[src/rtl/ann_pkg.sv]
// Shared constants, FSM encoding and Q8.8 result formatting for the row MAC.
package ann_pkg;

   localparam int DATA_W    = 16;
   localparam int FRAC_BITS = 8;
   localparam int N_ELEM    = 28;
   localparam int ADDR_W    = 5;
   localparam int ACC_W     = 2 * DATA_W + ADDR_W;

   typedef enum logic [1:0] {
      IDLE,
      RUN,
      DRAIN,
      DONE
   } state_t;

   // Drop the extra fraction bits (arithmetic shift, rounds toward -inf) and
   // clamp to the Q8.8 range. The value fits when every bit from the Q8.8
   // sign bit upward is a copy of the sign.
   function automatic logic [DATA_W-1:0] sat_q88(input logic signed [ACC_W-1:0] acc);
      logic signed [ACC_W-1:0] shifted;
      logic [ACC_W-DATA_W:0]   top_bits;
      shifted  = acc >>> FRAC_BITS;
      top_bits = shifted[ACC_W-1:DATA_W-1];
      if ((&top_bits) || !(|top_bits)) begin
         sat_q88 = shifted[DATA_W-1:0];
      end else if (shifted[ACC_W-1]) begin
         sat_q88 = {1'b1, {(DATA_W-1){1'b0}}};
      end else begin
         sat_q88 = {1'b0, {(DATA_W-1){1'b1}}};
      end
   endfunction

endpackage

[src/rtl/weight_row_mac_q88_mac_stage.sv]
// Multiply-accumulate datapath: activation register, product register and
// accumulator, each gated by its own valid bit so input gaps become bubbles.
module q88_mac_stage
   import ann_pkg::*;
(
   input  logic                     clk,
   input  logic                     srst,
   input  logic                     clear,
   input  logic                     beat,
   input  logic [DATA_W-1:0]        act,
   input  logic [DATA_W-1:0]        w,
   output logic signed [ACC_W-1:0]  acc,
   output logic                     pending
);

   logic signed [DATA_W-1:0]   act_reg;
   logic                       act_valid_reg;
   logic signed [2*DATA_W-1:0] prod_reg;
   logic                       prod_valid_reg;
   logic signed [ACC_W-1:0]    acc_reg;

   // Activation is captured on acceptance; the matching weight arrives from
   // the BRAM one cycle later, so the multiply happens on the following edge.
   always_ff @(posedge clk) begin
      if (srst) begin
         act_reg        <= '0;
         act_valid_reg  <= 1'b0;
         prod_reg       <= '0;
         prod_valid_reg <= 1'b0;
         acc_reg        <= '0;
      end else begin
         act_valid_reg  <= beat;
         prod_valid_reg <= act_valid_reg;
         if (beat) begin
            act_reg <= $signed(act);
         end
         if (act_valid_reg) begin
            prod_reg <= act_reg * $signed(w);
         end
         if (clear) begin
            acc_reg <= '0;
         end else if (prod_valid_reg) begin
            acc_reg <= acc_reg + {{(ACC_W-2*DATA_W){prod_reg[2*DATA_W-1]}}, prod_reg};
         end
      end
   end

   assign acc     = acc_reg;
   assign pending = act_valid_reg | prod_valid_reg;

endmodule

[src/rtl/weight_row_mac.sv]
// Row sequencer: walks the weight BRAM in step with accepted activations,
// feeds the MAC datapath and hands back one saturated Q8.8 sum per row.
module weight_row_mac
   import ann_pkg::*;
(
   input  logic              CLK,
   input  logic              RST,
   input  logic              START,
   output logic              BUSY,
   input  logic [DATA_W-1:0] PIX_DATA,
   input  logic              PIX_VALID,
   output logic              PIX_READY,
   output logic [ADDR_W-1:0] W_ADDR,
   output logic              W_EN,
   output logic              W_WE,
   output logic [DATA_W-1:0] W_DI,
   input  logic [DATA_W-1:0] W_DO,
   output logic [DATA_W-1:0] OUT_DATA,
   output logic              OUT_VALID,
   input  logic              OUT_READY
);

   state_t                   state_reg;
   state_t                   state_next;
   logic [ADDR_W-1:0]        cnt_reg;
   logic [DATA_W-1:0]        out_data_reg;
   logic                     accept;
   logic                     last_beat;
   logic                     row_clear;
   logic                     pending;
   logic signed [ACC_W-1:0]  acc;

   assign accept    = PIX_VALID && (state_reg == RUN);
   assign last_beat = accept && (cnt_reg == ADDR_W'(N_ELEM - 1));
   assign row_clear = (state_reg == IDLE) && START;

   q88_mac_stage u_mac (
      .clk     (CLK),
      .srst    (RST),
      .clear   (row_clear),
      .beat    (accept),
      .act     (PIX_DATA),
      .w       (W_DO),
      .acc     (acc),
      .pending (pending)
   );

   // Next-state logic; START is only looked at in IDLE.
   always_comb begin
      state_next = state_reg;
      case (state_reg)
         IDLE:    if (START)      state_next = RUN;
         RUN:     if (last_beat)  state_next = DRAIN;
         DRAIN:   if (!pending)   state_next = DONE;
         DONE:    if (OUT_READY)  state_next = IDLE;
         default:                 state_next = IDLE;
      endcase
   end

   // State, element counter and result register.
   always_ff @(posedge CLK) begin
      if (RST) begin
         state_reg    <= IDLE;
         cnt_reg      <= '0;
         out_data_reg <= '0;
      end else begin
         state_reg <= state_next;
         if (row_clear) begin
            cnt_reg <= '0;
         end else if (accept) begin
            cnt_reg <= cnt_reg + 1'b1;
         end
         if ((state_reg == DRAIN) && !pending) begin
            out_data_reg <= sat_q88(acc);
         end
      end
   end

   assign BUSY      = (state_reg != IDLE);
   assign PIX_READY = (state_reg == RUN);
   assign W_EN      = accept;
   assign W_ADDR    = cnt_reg;
   assign W_WE      = 1'b0;
   assign W_DI      = '0;
   assign OUT_VALID = (state_reg == DONE);
   assign OUT_DATA  = out_data_reg;

endmodule
[config.mk]
export PLATFORM = sky130hd
export DESIGN_NAME = weight_row_mac
export DESIGN_NICKNAME = d
export VERILOG_FILES = /design/src/rtl/ann_pkg.sv /design/src/rtl/weight_row_mac_q88_mac_stage.sv /design/src/rtl/weight_row_mac.sv
export SDC_FILE = /design/constraint.sdc
export NUM_CORES = 1
export LEC_CHECK = 0
export BUFFER_PORTS_ARGS = -buffer_cell sky130_fd_sc_hd__clkbuf_2
export CORE_AREA = 2 2 182 184
export DETAILED_ROUTE_END_ITERATION = 6
export DIE_AREA = 0 0 184 186
export GPL_TIMING_DRIVEN = 0
export HOLD_SLACK_MARGIN = 0.05
export PLACE_DENSITY_LB_ADDON = 0.1
export SLEW_MARGIN = 20
export SYNTH_ARGS = -nofsm -noshare
export SYNTH_HDL_FRONTEND = slang
export SYNTH_SLANG_ARGS = --single-unit
[constraint.sdc]
create_clock -name CLK -period 19.05 [get_ports CLK]
set_input_delay 0.9525 -clock CLK [delete_from_list [all_inputs] [get_ports CLK]]
set_output_delay 0.9525 -clock CLK [all_outputs]
set_load 0.01 [all_outputs]
==> metrics, run 1 <==
final-layout setup total negative slack 0 ps; DIE WIDTH 184 um; sequential cell area fraction in the yosys report 13.8%; startpoint of the most critical hold path u_mac.prod_reg[29]$_SDFFE_PP0P_; count of flip-flops with a built-in enable after synthesis 0; highest achievable clock rate 0.140 GHz; top fanout value on the critical path 10; areal power density over the cells ~110 nW/um^2; weighted congestion at the end of routability-driven global placement 0.884; category of the critical setup timing path in -> reg; synthesized flop and latch total 110; full die area 34200 um^2; global-route wire length before repair 66.3 mm; Post-CTS Hold Fix Bufs 0; Layout Nets between 2000 and 2500; antenna violations before repair 0; Detailed Routing Iterations Pass 1 5; final count of negative-setup-slack endpoints 0; total wire length 40.8 mm; normalized max-slew margin 41.2%; average wire length per cell after detail routing approximately 18 um; fraction of layout instances using a drive strength above 1 between 5 and 6%; maximum number of pins on one net before global-route repair 20; via count of the first global-routing pass between 10000 and 15000; critical path data required time 19320 ps; final number of hold-violating endpoints 0; CTS tree built; sort of element at the start of the critical path input pin; skew final 25.4 ps; Skew-Pair Late Insertion Delay 390 ps; detailed placement HPWL 34.2 mm; CTS Buffer Depth 2; initial core utilization 49.4%; share of the cycle needed by the critical path after routing 37.6%; port buffer count 61; CP Launch Point W_DO[7]; floorplan core area 32200 um^2; number of levels in the clock H-tree 3; all-layer global routing usage 25.4%; shortest clock period the worst path allows after layout ~7000 ps; kind of end point of the critical path flop; area of all placed cells without fillers 17100 um^2; Static Leakage just over 8 nW; worst min path class reg -> reg; number of warning messages in the yosys log 0; antenna-violating nets left 0; routed vias 12300; final-report max-slew violation count 0; mean instance size in the synthesized netlist around 8.9 um^2; post-detailed-route via-to-cell ratio 5.37; number of distinct library cells after synthesis 72; total standard cell area after synthesis between 15000 and 20000 um^2; Post-CTS Setup Inserts 0; drc violations 0; share of flip-flops with an asynchronous set or reset 0%; total of cells resized after clock tree synthesis 0; number of sinks driven by the clock tree 110; diodes inserted 0; Max VDD drop 0.108 mV; Die Span Y 186 um; Top Ports 79; launching point of the worst reg2reg path u_mac.act_reg[7]$_SDFFE_PP0P_; top_reg_cell synth dfxtp_1; number of violations reported at the end of detailed-routing iteration 0 751; RSZ-0062 raised after global routing no; Slew @ Worst Pin 881 ps; number of placement rows 66; Placed Instance Area between 15000 and 20000 um^2; max-cap check violation count 0; clock root buffer master clkbuf_16; global route total overflow 0; clock buffers created by TritonCTS 9; post-synthesis cell count around 1800; status finished clean; clock slew seen by the registers of the worst setup and hold paths 80 ps; CP arrival around 7400 ps; number of flip-flops under the largest register name 37; layout-stage area growth over the synthesis result 7.33%; commonest non-fill, non-tap cells in the layout inv_1, fa_1, nand2_1; most frequent standard cell in the layout excluding fill and tap cells inv_1
[cell usage after synthesis, drive strengths merged (16+ instances only)]
master,instances,area (um^2)
dfxtp,110,2200
a21o,25,188
ha,124,1550
inv,303,1140
a211oi,16,138
and2,124,776
a21oi,81,417
nor3,19,95.1
buf,23,150
o21ai,41,213
nor2,114,428
xnor2,49,429
nand2b,28,175
nand2,193,724
fa,263,5270
mux2i,44,440
clkbuf,62,233
nand3,25,125
[layer usage]
layer / share of wire [%] / GRT usage (%) / vias up
met5: 0 / 0 / -
met4: 3.4 / 8.74 / 0
met3: 4.1 / 3.44 / 72
met2: 47 / 41.2 / 262
met1: 45 / 35.0 / 6140
li1: - / - / 5825
[kinds of logic after synthesis]
kind of cell	share of synthesized area, %
and+or+nand+nor	17.0
other	0.0236
xor gates and xnor gates	3.47
buffers and inverters	9.55
adders and majority gates	42.8
muxes	2.77
AOI/OAI and AO/OA	10.5
DFF	13.8
[layout make-up]
| class | count | area [um^2] |
|---|---|---|
| Buffer | 85 | 383 |
| Clock buffer | 10 | 239 |
| Clock inverter | 6 | 52.6 |
| Fill cell | 3112 | 15100 |
| Inverter | 303 | 1140 |
| Multi-Input combinational cell | 1309 | 12300 |
| Sequential cell | 110 | 2200 |
| Tap cell | 408 | 510 |
| Timing Repair Buffer | 61 | 305 |
[path summary, 6_finish.rpt]
kind | end | slack (ps) | depth (start not counted)
worst max-delay path | u_mac.prod_reg[30]$_SDFFE_PP0P_ | 11890 | 24
worst min-delay path | u_mac.prod_reg[29]$_SDFFE_PP0P_ | 460 | 2
worst max register to register | u_mac.prod_reg[30]$_SDFFE_PP0P_ | 12100 | 23
worst min register to register | u_mac.prod_reg[29]$_SDFFE_PP0P_ | 460 | 2
[per-stage QoR]
stage | power [mW] | hold WS (ps) | std cells | setup slack [ps] | util (%)
after CTS | 1.85 | 471 | 2292 | 11920 | 53.0
after global placement | 1.62 | 455 | 2276 | 11590 | 52.1
final | 1.83 | 464 | 2292 | 11890 | 53.0
after global routing | 2.03 | 485 | 2292 | 11590 | 53.0
after floorplan | 1.31 | 429 | 1807 | 12470 | -
after detailed placement | 1.65 | 459 | 2276 | 11510 | 52.1
[power by group]
part / total (mW) / internal (mW) / leakage, nW / switching [mW]
combinational: 1.33 / 0.550 / 7.12 / 0.781
sequential: 0.298 / 0.262 / 0.890 / 0.0357
clock: 0.199 / 0.0951 / 0.143 / 0.104
total: 1.83 / 0.907 / 8.15 / 0.921
[worst max-delay path, cell delays in order]
cell and delay, ps:
clkbuf_2 260, clkbuf_1 520, nand2_1 170, fa_1 570
inv_1 50, fa_1 500, inv_1 50, fa_1 520
inv_1 50, fa_1 440, fa_1 520, inv_1 50
fa_1 470, inv_1 50, ha_1 340, a21o_1 200
a21o_1 180, a21oi_1 270, nor2_1 110, a2111o_1 430
o41ai_2 300, o21ba_1 170, xor2_1 170, o21ai_1 70
No activity file was read; power rests on OpenSTA's default activity.
==> inputs of run 2 (changes only) <==
- ABC_AREA: unset -> 1
- CORE_AREA: 2 2 182 184 -> 2 2 191 193
- DIE_AREA: 0 0 184 186 -> 0 0 193 195
- clock period: 19.05 -> 6.91 ns (I/O delays scaled with it)
==> run 2 against run 1 <==
  * Routed wire length up 27%
  * Worst setup slack worse by 12000 ps
  * Non-clock buffer count up 10
  * Critical path type is now reg -> reg
  * Critical endpoint is now u_mac.prod_reg[27]$_SDFFE_PP0P_
  * Highest routed layer is now met5
==> metrics, run 2 <==
share of the cycle needed by the critical path after routing between 90% and 100%; average wire length per cell after detail routing 17.2 um (was 17.8 um); maximum number of pins on one net before global-route repair 23 (was 20); final count of negative-setup-slack endpoints 0 (unchanged); Reg2Reg Capture Point u_mac.prod_reg[27]$_SDFFE_PP0P_ (was u_mac.prod_reg[30]$_SDFFE_PP0P_); Die Span Y 195 um (was 186 um); Post-CTS Setup Inserts 0 (unchanged); areal power density over the cells 457 nW/um^2 (was 107 nW/um^2); CP arrival 6890 ps (was 7430 ps); number of sinks driven by the clock tree 110 (unchanged); Worst Reg-to-Reg Cells 22 (was 23); number of distinct library cells after synthesis 47 (was 72); most repeated cell in the gate-level netlist after synthesis inv_1 (unchanged); DIE WIDTH 193 um (was 184 um); most frequent standard cell in the layout excluding fill and tap cells inv_1 (unchanged); weighted congestion at the end of routability-driven global placement 0.969 (was 0.884); via count of the first global-routing pass 15300 (was 12500); post-synthesis cell count 2467 (was 1791); normalized max-slew margin 43.1% (was 41.2%); Static Leakage 10.7 nW (was 8.15 nW); initial core utilization 49.6% (was 49.4%); Post-CTS Hold Fix Bufs 0 (unchanged); clock slew seen by the registers of the worst setup and hold paths 90 ps (was 80 ps); all-layer global routing usage 29.0% (was 25.4%); Detailed Routing Iterations Pass 1 6 (was 5); CTS tree built (unchanged); diodes inserted 0 (unchanged); number of flip-flops under the largest register name 37 (unchanged); total standard cell area after synthesis 17500 um^2 (was 15900 um^2); register-to-register path setup slack 330 ps (was 12100 ps); Placed Instance Area 18400 um^2 (was 16800 um^2); Skew-Pair Late Insertion Delay 370 ps (was 390 ps); status finished clean (unchanged); startpoint of the most critical hold path PIX_DATA[15] (was u_mac.prod_reg[29]$_SDFFE_PP0P_); Layout Nets 2963 (was 2303); Slew @ Worst Pin 853 ps (was 881 ps); share of flip-flops with an asynchronous set or reset 0% (unchanged); clock buffers created by TritonCTS 9 (unchanged); Hold Path Stages 3 (was 2); area of all placed cells without fillers 18700 um^2 (was 17100 um^2); cell type with the highest aggregate area in the netlist fa_1 (unchanged); routed vias 15400 (was 12300); count of flip-flops with a built-in enable after synthesis 0 (unchanged); cell types occupying the most area after synthesis fa_1, inv_1, dfxtp_1, nand2_1, ha_1 (was fa_1, dfxtp_1, ha_1, inv_1, and2_1); drc violations 0 (unchanged); number of placement rows 69 (was 66); mean instance size in the synthesized netlist 7.11 um^2 (was 8.89 um^2); clock root buffer master clkbuf_16 (unchanged); commonest non-fill, non-tap cells in the layout inv_1, nand2_1, fa_1 (was inv_1, fa_1, nand2_1); antenna-violating nets left 0 (unchanged); floorplan core area 35400 um^2 (was 32200 um^2); CTS Buffer Depth 2 (unchanged); antenna violations before repair 0 (unchanged); fraction of layout instances using a drive strength above 1 5.54% (was 5.94%); sequential cell area fraction in the yosys report 12.6% (was 13.8%); detailed placement HPWL 44.6 mm (was 34.2 mm); filler cell count 3616 (was 3112); slack of the critical path 328 ps (was 11890 ps); number of levels in the clock H-tree 3 (unchanged); category of the critical setup timing path reg -> reg (was in -> reg); layout-stage area growth over the synthesis result 6.73% (was 7.33%); RSZ-0062 raised after global routing yes (was no); top fanout value on the critical path 10 (unchanged); Post-synth top cells inv_1, nand2_1, fa_1 (was inv_1, fa_1, nand2_1); skew final 11.6 ps (was 25.4 ps); worst min path class in -> reg (was reg -> reg); port buffer count 46 (was 61); number of violations reported at the end of detailed-routing iteration 0 1424 (was 751); worst-path cell with the longest stage delay clkbuf_1 (was fa_1); final-report max-slew violation count 0 (unchanged); Worst Setup Slack post-DPL -69.1 ps (was 11510 ps); kind of end point of the critical path flop (unchanged); highest cell delay on the worst timing path 590 ps (was 570 ps); launching point of the worst reg2reg path u_mac.act_reg[10]$_SDFFE_PP0P_ (was u_mac.act_reg[7]$_SDFFE_PP0P_); synthesized flop and latch total 110 (unchanged); global-route wire length before repair 83.3 mm (was 66.3 mm); critical path data required time 7220 ps (was 19320 ps); shortest clock period the worst path allows after layout 6580 ps; highest achievable clock rate 0.152 GHz; global route total overflow 0 (unchanged); most frequent cell on the critical path fa_1 (unchanged); Top Ports 79 (unchanged); fraction of post-synthesis cell area in the top cell type by area 30.0% (was 33.1%); top_reg_cell synth dfxtp_1 (unchanged); full die area 37600 um^2 (was 34200 um^2); number of warning messages in the yosys log 0 (unchanged); crit-path cells clkbuf_1 -> clkbuf_1 -> nand2_1 -> fa_1 -> inv_1 -> fa_1 -> fa_1 -> fa_1 -> fa_1 -> inv_1 -> fa_1 -> inv_1 -> ha_1 -> nand2_1 -> inv_1 -> nand2_1 -> nor3_1 -> nand3_1 -> a31o_2 -> nand3_1 -> nand2_1 -> inv_1 (was clkbuf_2 -> clkbuf_1 -> nand2_1 -> fa_1 -> inv_1 -> fa_1 -> inv_1 -> fa_1 -> inv_1 -> fa_1 -> fa_1 -> inv_1 -> fa_1 -> inv_1 -> ha_1 -> a21o_1 -> a21o_1 -> a21oi_1 -> nor2_1 -> a2111o_1 -> o41ai_2 -> o21ba_1 -> xor2_1 -> o21ai_1); total chip power 8.56 mW (was 1.83 mW); max-cap check violation count 0 (unchanged); capture endpoint of the worst hold path u_mac.act_reg[15]$_SDFFE_PP0P_ (was u_mac.prod_reg[29]$_SDFFE_PP0P_); sort of element at the start of the critical path flop (was input pin); total wire length 51.7 mm (was 40.8 mm); final number of hold-violating endpoints 0 (unchanged); total of cells resized after clock tree synthesis 0 (unchanged); Max VDD drop 0.526 mV (was 0.108 mV); post-detailed-route via-to-cell ratio 5.13 (was 5.37)
run 2: changes by cell type after synthesis, moves of 27 or more:
cell | previous run | this run
o21ai_0 | 16 | 101
xnor2_1 | 49 | 11
nand2_1 | 193 | 548
mux2i_1 | 44 | 0
nand3_1 | 25 | 81
and2_1 | 124 | 0
nor2_1 | 114 | 227
a21oi_1 | 80 | 107
nand2b_1 | 28 | 0
inv_1 | 303 | 599
run 2: layout make-up:
cell class,instances,area (um^2),area share (%)
Multi-Input combinational cell,1660,12600,67.4
Buffer,110,517,2.76
Tap cell,461,577,3.08
Sequential cell,110,2200,11.8
Clock inverter,7,81.3,0.434
Inverter,602,2260,12.1
Timing Repair Buffer,46,230,1.23
Clock buffer,9,225,1.20
run 2: kinds of logic after synthesis:
group / Yosys count / share of synthesized area, %
DFF: 110 / 12.6
and+or+nand+nor: 945 / 22.2
AOI/OAI and AO/OA: 275 / 8.78
buffers and inverters: 713 / 15.8
adders and majority gates: 387 / 38.9
other: 1 / 0.0214
xor gates and xnor gates: 36 / 1.80
run 2: metrics by stage:
step / setup TNS [ps] / hold WS (ps) / instances / util (%)
3_5_place_dp: -84.2 / 454 / 2990 / 52.0
3_3_place_gp: -47.3 / 454 / 2990 / 52.0
6_report: 0 / 226 / 3005 / 52.9
2_1_floorplan: 0 / 443 / 2483 / -
4_1_cts: 0 / 221 / 3005 / 52.9
5_1_grt: -2.34 / 240 / 3005 / 52.9
run 2: worst max path at each step:
stage,start,end,slack (ps),cells after the start
2_1_floorplan,u_mac.act_reg[15]$_SDFFE_PP0P_,u_mac.prod_reg[31]$_SDFFE_PP0P_,1310,22
3_3_place_gp,u_mac.act_reg[15]$_SDFFE_PP0P_,u_mac.prod_reg[29]$_SDFFE_PP0P_,-40,22
3_5_place_dp,u_mac.act_reg[15]$_SDFFE_PP0P_,u_mac.prod_reg[29]$_SDFFE_PP0P_,-70,22
4_1_cts,u_mac.act_reg[15]$_SDFFE_PP0P_,u_mac.prod_reg[29]$_SDFFE_PP0P_,80,21
5_1_grt,u_mac.act_reg[10]$_SDFFE_PP0P_,u_mac.prod_reg[27]$_SDFFE_PP0P_,-2,22
6_report,u_mac.act_reg[10]$_SDFFE_PP0P_,u_mac.prod_reg[27]$_SDFFE_PP0P_,330,22
run 2: critical path, delay by kind of cell (launching register included):
family / cells / cell delay, ps
AOI/OAI and AO/OA: 1 / 270
adders and majority gates: 7 / 3420
buffers and inverters: 7 / 1370
DFF: 1 / 310
and+or+nand+nor: 7 / 1150
run 2: power breakdown:
group / total, mW / internal (mW) / leakage, nW / switching [mW]
Sequential: 0.798 / 0.729 / 0.893 / 0.0685
Combinational: 7.21 / 2.61 / 9.61 / 4.60
Clock: 0.546 / 0.259 / 0.150 / 0.286
Total: 8.56 / 3.60 / 10.7 / 4.95
run 2: routing by layer:
| metal | global-route usage (%) | vias up | routed length, um |
|---|---|---|---|
| li1 | - | 7462 | - |
| met1 | 43.7 | 7370 | 24100 |
| met2 | 43.6 | 539 | 21900 |
| met3 | 5.48 | 43 | 4890 |
| met4 | 4.60 | 2 | 723 |
| met5 | 2.12 | - | 104 |
==> inputs of run 3 (changes only) <==
- ABC_AREA: 1 -> 0
- CORE_AREA: 2 2 191 193 -> 2 2 182 184
- DIE_AREA: 0 0 193 195 -> 0 0 184 186
==> run 3 against run 2 <==
  * First-iteration DRC count shrank 48%
  * Maximum frequency shrank 0.94%
  * Final cell count decreased by 24%
  * Critical path type unchanged
  * Critical path depth down 1
  * Sequential power up 2.9%
==> metrics, run 3 (synthesized netlist as in run 1, its figures left out) <==
highest achievable clock rate 0.150 GHz (was 0.152 GHz); shortest clock period the worst path allows after layout 6650 ps (was 6580 ps); final count of negative-setup-slack endpoints 0 (unchanged); slack of the critical path 265 ps (was 328 ps); status finished clean (unchanged); category of the critical setup timing path reg -> reg (unchanged); CP arrival 6910 ps (was 6890 ps); sort of element at the start of the critical path flop (unchanged); final cell count without fillers 2292 (was 3005); Max VDD drop 0.297 mV (was 0.526 mV); DIE WIDTH 184 um (was 193 um); areal power density over the cells 295 nW/um^2 (was 457 nW/um^2); register-to-register path setup slack 260 ps (was 330 ps); diodes inserted 0 (unchanged); Worst Setup Slack post-DPL -68.9 ps (was -69.1 ps); Hold Path Stages 3 (unchanged); maximum number of pins on one net before global-route repair 20 (was 23); final number of hold-violating endpoints 0 (unchanged); weighted congestion at the end of routability-driven global placement 0.884 (was 0.969); normalized max-slew margin 39.8% (was 43.1%); CTS tree built (unchanged); worst min path class in -> reg (unchanged); post-detailed-route via-to-cell ratio 5.36 (was 5.13); clock root buffer master clkbuf_16 (unchanged); share of the cycle needed by the critical path after routing 96.2% (was 95.3%); fraction of layout instances using a drive strength above 1 6.85% (was 5.54%); clock slew seen by the registers of the worst setup and hold paths 100 ps (was 90 ps); antenna violations before repair 0 (unchanged); Die Span Y 186 um (was 195 um); total wire length 40.8 mm (was 51.7 mm); RSZ-0062 raised after global routing no (was yes); Slew @ Worst Pin 903 ps (was 853 ps); capture endpoint of the worst hold path u_mac.act_reg[10]$_SDFFE_PP0P_ (was u_mac.act_reg[15]$_SDFFE_PP0P_); global-route wire length before repair 66.3 mm (was 83.3 mm); clock buffers created by TritonCTS 9 (unchanged); drc violations 0 (unchanged); commonest non-fill, non-tap cells in the layout inv_1, fa_1, nand2_1 (was inv_1, nand2_1, fa_1); Worst Reg-to-Reg Cells 21 (was 22); number of placement rows 66 (was 69); Detailed Routing Iterations Pass 1 5 (was 6); all-layer global routing usage 25.3% (was 29.0%); full die area 34200 um^2 (was 37600 um^2); initial core utilization 49.4% (was 49.6%); routed vias 12300 (was 15400); launching point of the worst reg2reg path u_mac.act_reg[4]$_SDFFE_PP0P_ (was u_mac.act_reg[10]$_SDFFE_PP0P_); final-report max-slew violation count 0 (unchanged); Skew-Pair Late Insertion Delay 390 ps (was 370 ps); kind of end point of the critical path flop (unchanged); critical path data required time 7180 ps (was 7220 ps); number of flip-flops under the largest register name 37 (unchanged); top fanout value on the critical path 10 (unchanged); Static Leakage 8.19 nW (was 10.7 nW); average wire length per cell after detail routing 17.8 um (was 17.2 um); placed insts 2276 (was 2990); floorplan core area 32200 um^2 (was 35400 um^2); Layout Nets 2303 (was 2963); skew final 25.4 ps (was 11.6 ps); number of violations reported at the end of detailed-routing iteration 0 746 (was 1424); number of sinks driven by the clock tree 110 (unchanged); number of levels in the clock H-tree 3 (unchanged); Reg2Reg Capture Point u_mac.prod_reg[30]$_SDFFE_PP0P_ (was u_mac.prod_reg[27]$_SDFFE_PP0P_); via count of the first global-routing pass 12500 (was 15300); antenna-violating nets left 0 (unchanged); startpoint of the most critical hold path PIX_DATA[10] (was PIX_DATA[15]); layout-stage area growth over the synthesis result 7.48% (was 6.73%); CTS Buffer Depth 2 (unchanged); port buffer count 61 (was 46); max-cap check violation count 0 (unchanged); tightest hold margin 165 ps (was 226 ps); global route total overflow 0 (unchanged); most frequent standard cell in the layout excluding fill and tap cells inv_1 (unchanged); detailed placement HPWL 34.2 mm (was 44.6 mm); Top Ports 79 (unchanged)
## run 3: cell count changes in the layout (fill, tap and decap cells not counted), sizes merged, moves of 33 or more
| cell | delta |
|---|---|
| inv | -298 |
| xnor2 | +38 |
| nand2 | -368 |
| nand3 | -59 |
| and2 | +124 |
| mux2i | +44 |
| o21ai | -69 |
| nor2 | -121 |
| a21oi | -33 |
## run 3: worst max path at each step
stage	cells past startpoint	from	endpoint	slack, ps
global route	21	u_mac.act_reg[8]$_SDFFE_PP0P_	u_mac.prod_reg[30]$_SDFFE_PP0P_	30
floorplan	20	u_mac.act_reg[15]$_SDFFE_PP0P_	u_mac.prod_reg[30]$_SDFFE_PP0P_	880
finish	21	u_mac.act_reg[4]$_SDFFE_PP0P_	u_mac.prod_reg[30]$_SDFFE_PP0P_	260
global placement	20	u_mac.act_reg[15]$_SDFFE_PP0P_	u_mac.prod_reg[30]$_SDFFE_PP0P_	-50
detailed placement	24	u_mac.act_reg[7]$_SDFFE_PP0P_	u_mac.prod_reg[31]$_SDFFE_PP0P_	-70
CTS	23	u_mac.act_reg[6]$_SDFFE_PP0P_	u_mac.prod_reg[30]$_SDFFE_PP0P_	50
## run 3: final cells by class
cell class	count	area [um^2]
multi-input combinational	1309	12300
clock buffer	10	239
buffer	85	398
tap	408	510
timing repair buffer	61	305
fill	3111	15100
sequential	110	2210
clock inverter	6	52.6
inverter	303	1140
## run 3: metrics by stage
| step | util (%) | power (mW) | cell area (um^2) | setup TNS, ps |
|---|---|---|---|---|
| after CTS | 53.1 | 5.11 | 17100 | 0 |
| after global placement | 52.1 | 4.47 | 16800 | -75.0 |
| after detailed placement | 52.1 | 4.54 | 16800 | -145 |
| final | 53.1 | 5.04 | 17100 | 0 |
| after global routing | 53.1 | 5.61 | 17100 | 0 |
| after floorplan | - | 3.61 | 16000 | 0 |
## run 3: what timing repair did
item	CTS	global route
hold buffers	0	0
resized for setup	2	25
pin swaps	0	0
cloned	0	0
setup endpoints to repair	5	10
buffers inserted	0	0
## run 3: where the power goes
part           total [mW]  switching, mW  internal [mW]
Combinational        3.67           2.15           1.52
Clock               0.549          0.287          0.262
Sequential          0.821         0.0980          0.723
## run 3: critical path, stage by stage (launching register included)
cell and delay, ps:
dfxtp_1 570, clkbuf_1 510, nand2_1 160, fa_1 450, inv_1 90, fa_1 440
fa_1 580, fa_1 440, fa_1 490, inv_1 50, fa_1 470, inv_1 50
ha_1 340, a21o_1 200, a21o_1 180, a21oi_1 270, nor2_1 110, a2111o_1 430
o41ai_2 300, o21ba_1 170, xor2_1 170, o21ai_1 70
## run 3: routing by layer
layer,track usage [%],share of wire [%],wire length [um]
met1,34.9,45,18500
met5,0,0,0
met3,3.48,4.1,1660
met2,41.1,47,19300
met4,8.77,3.3,1350
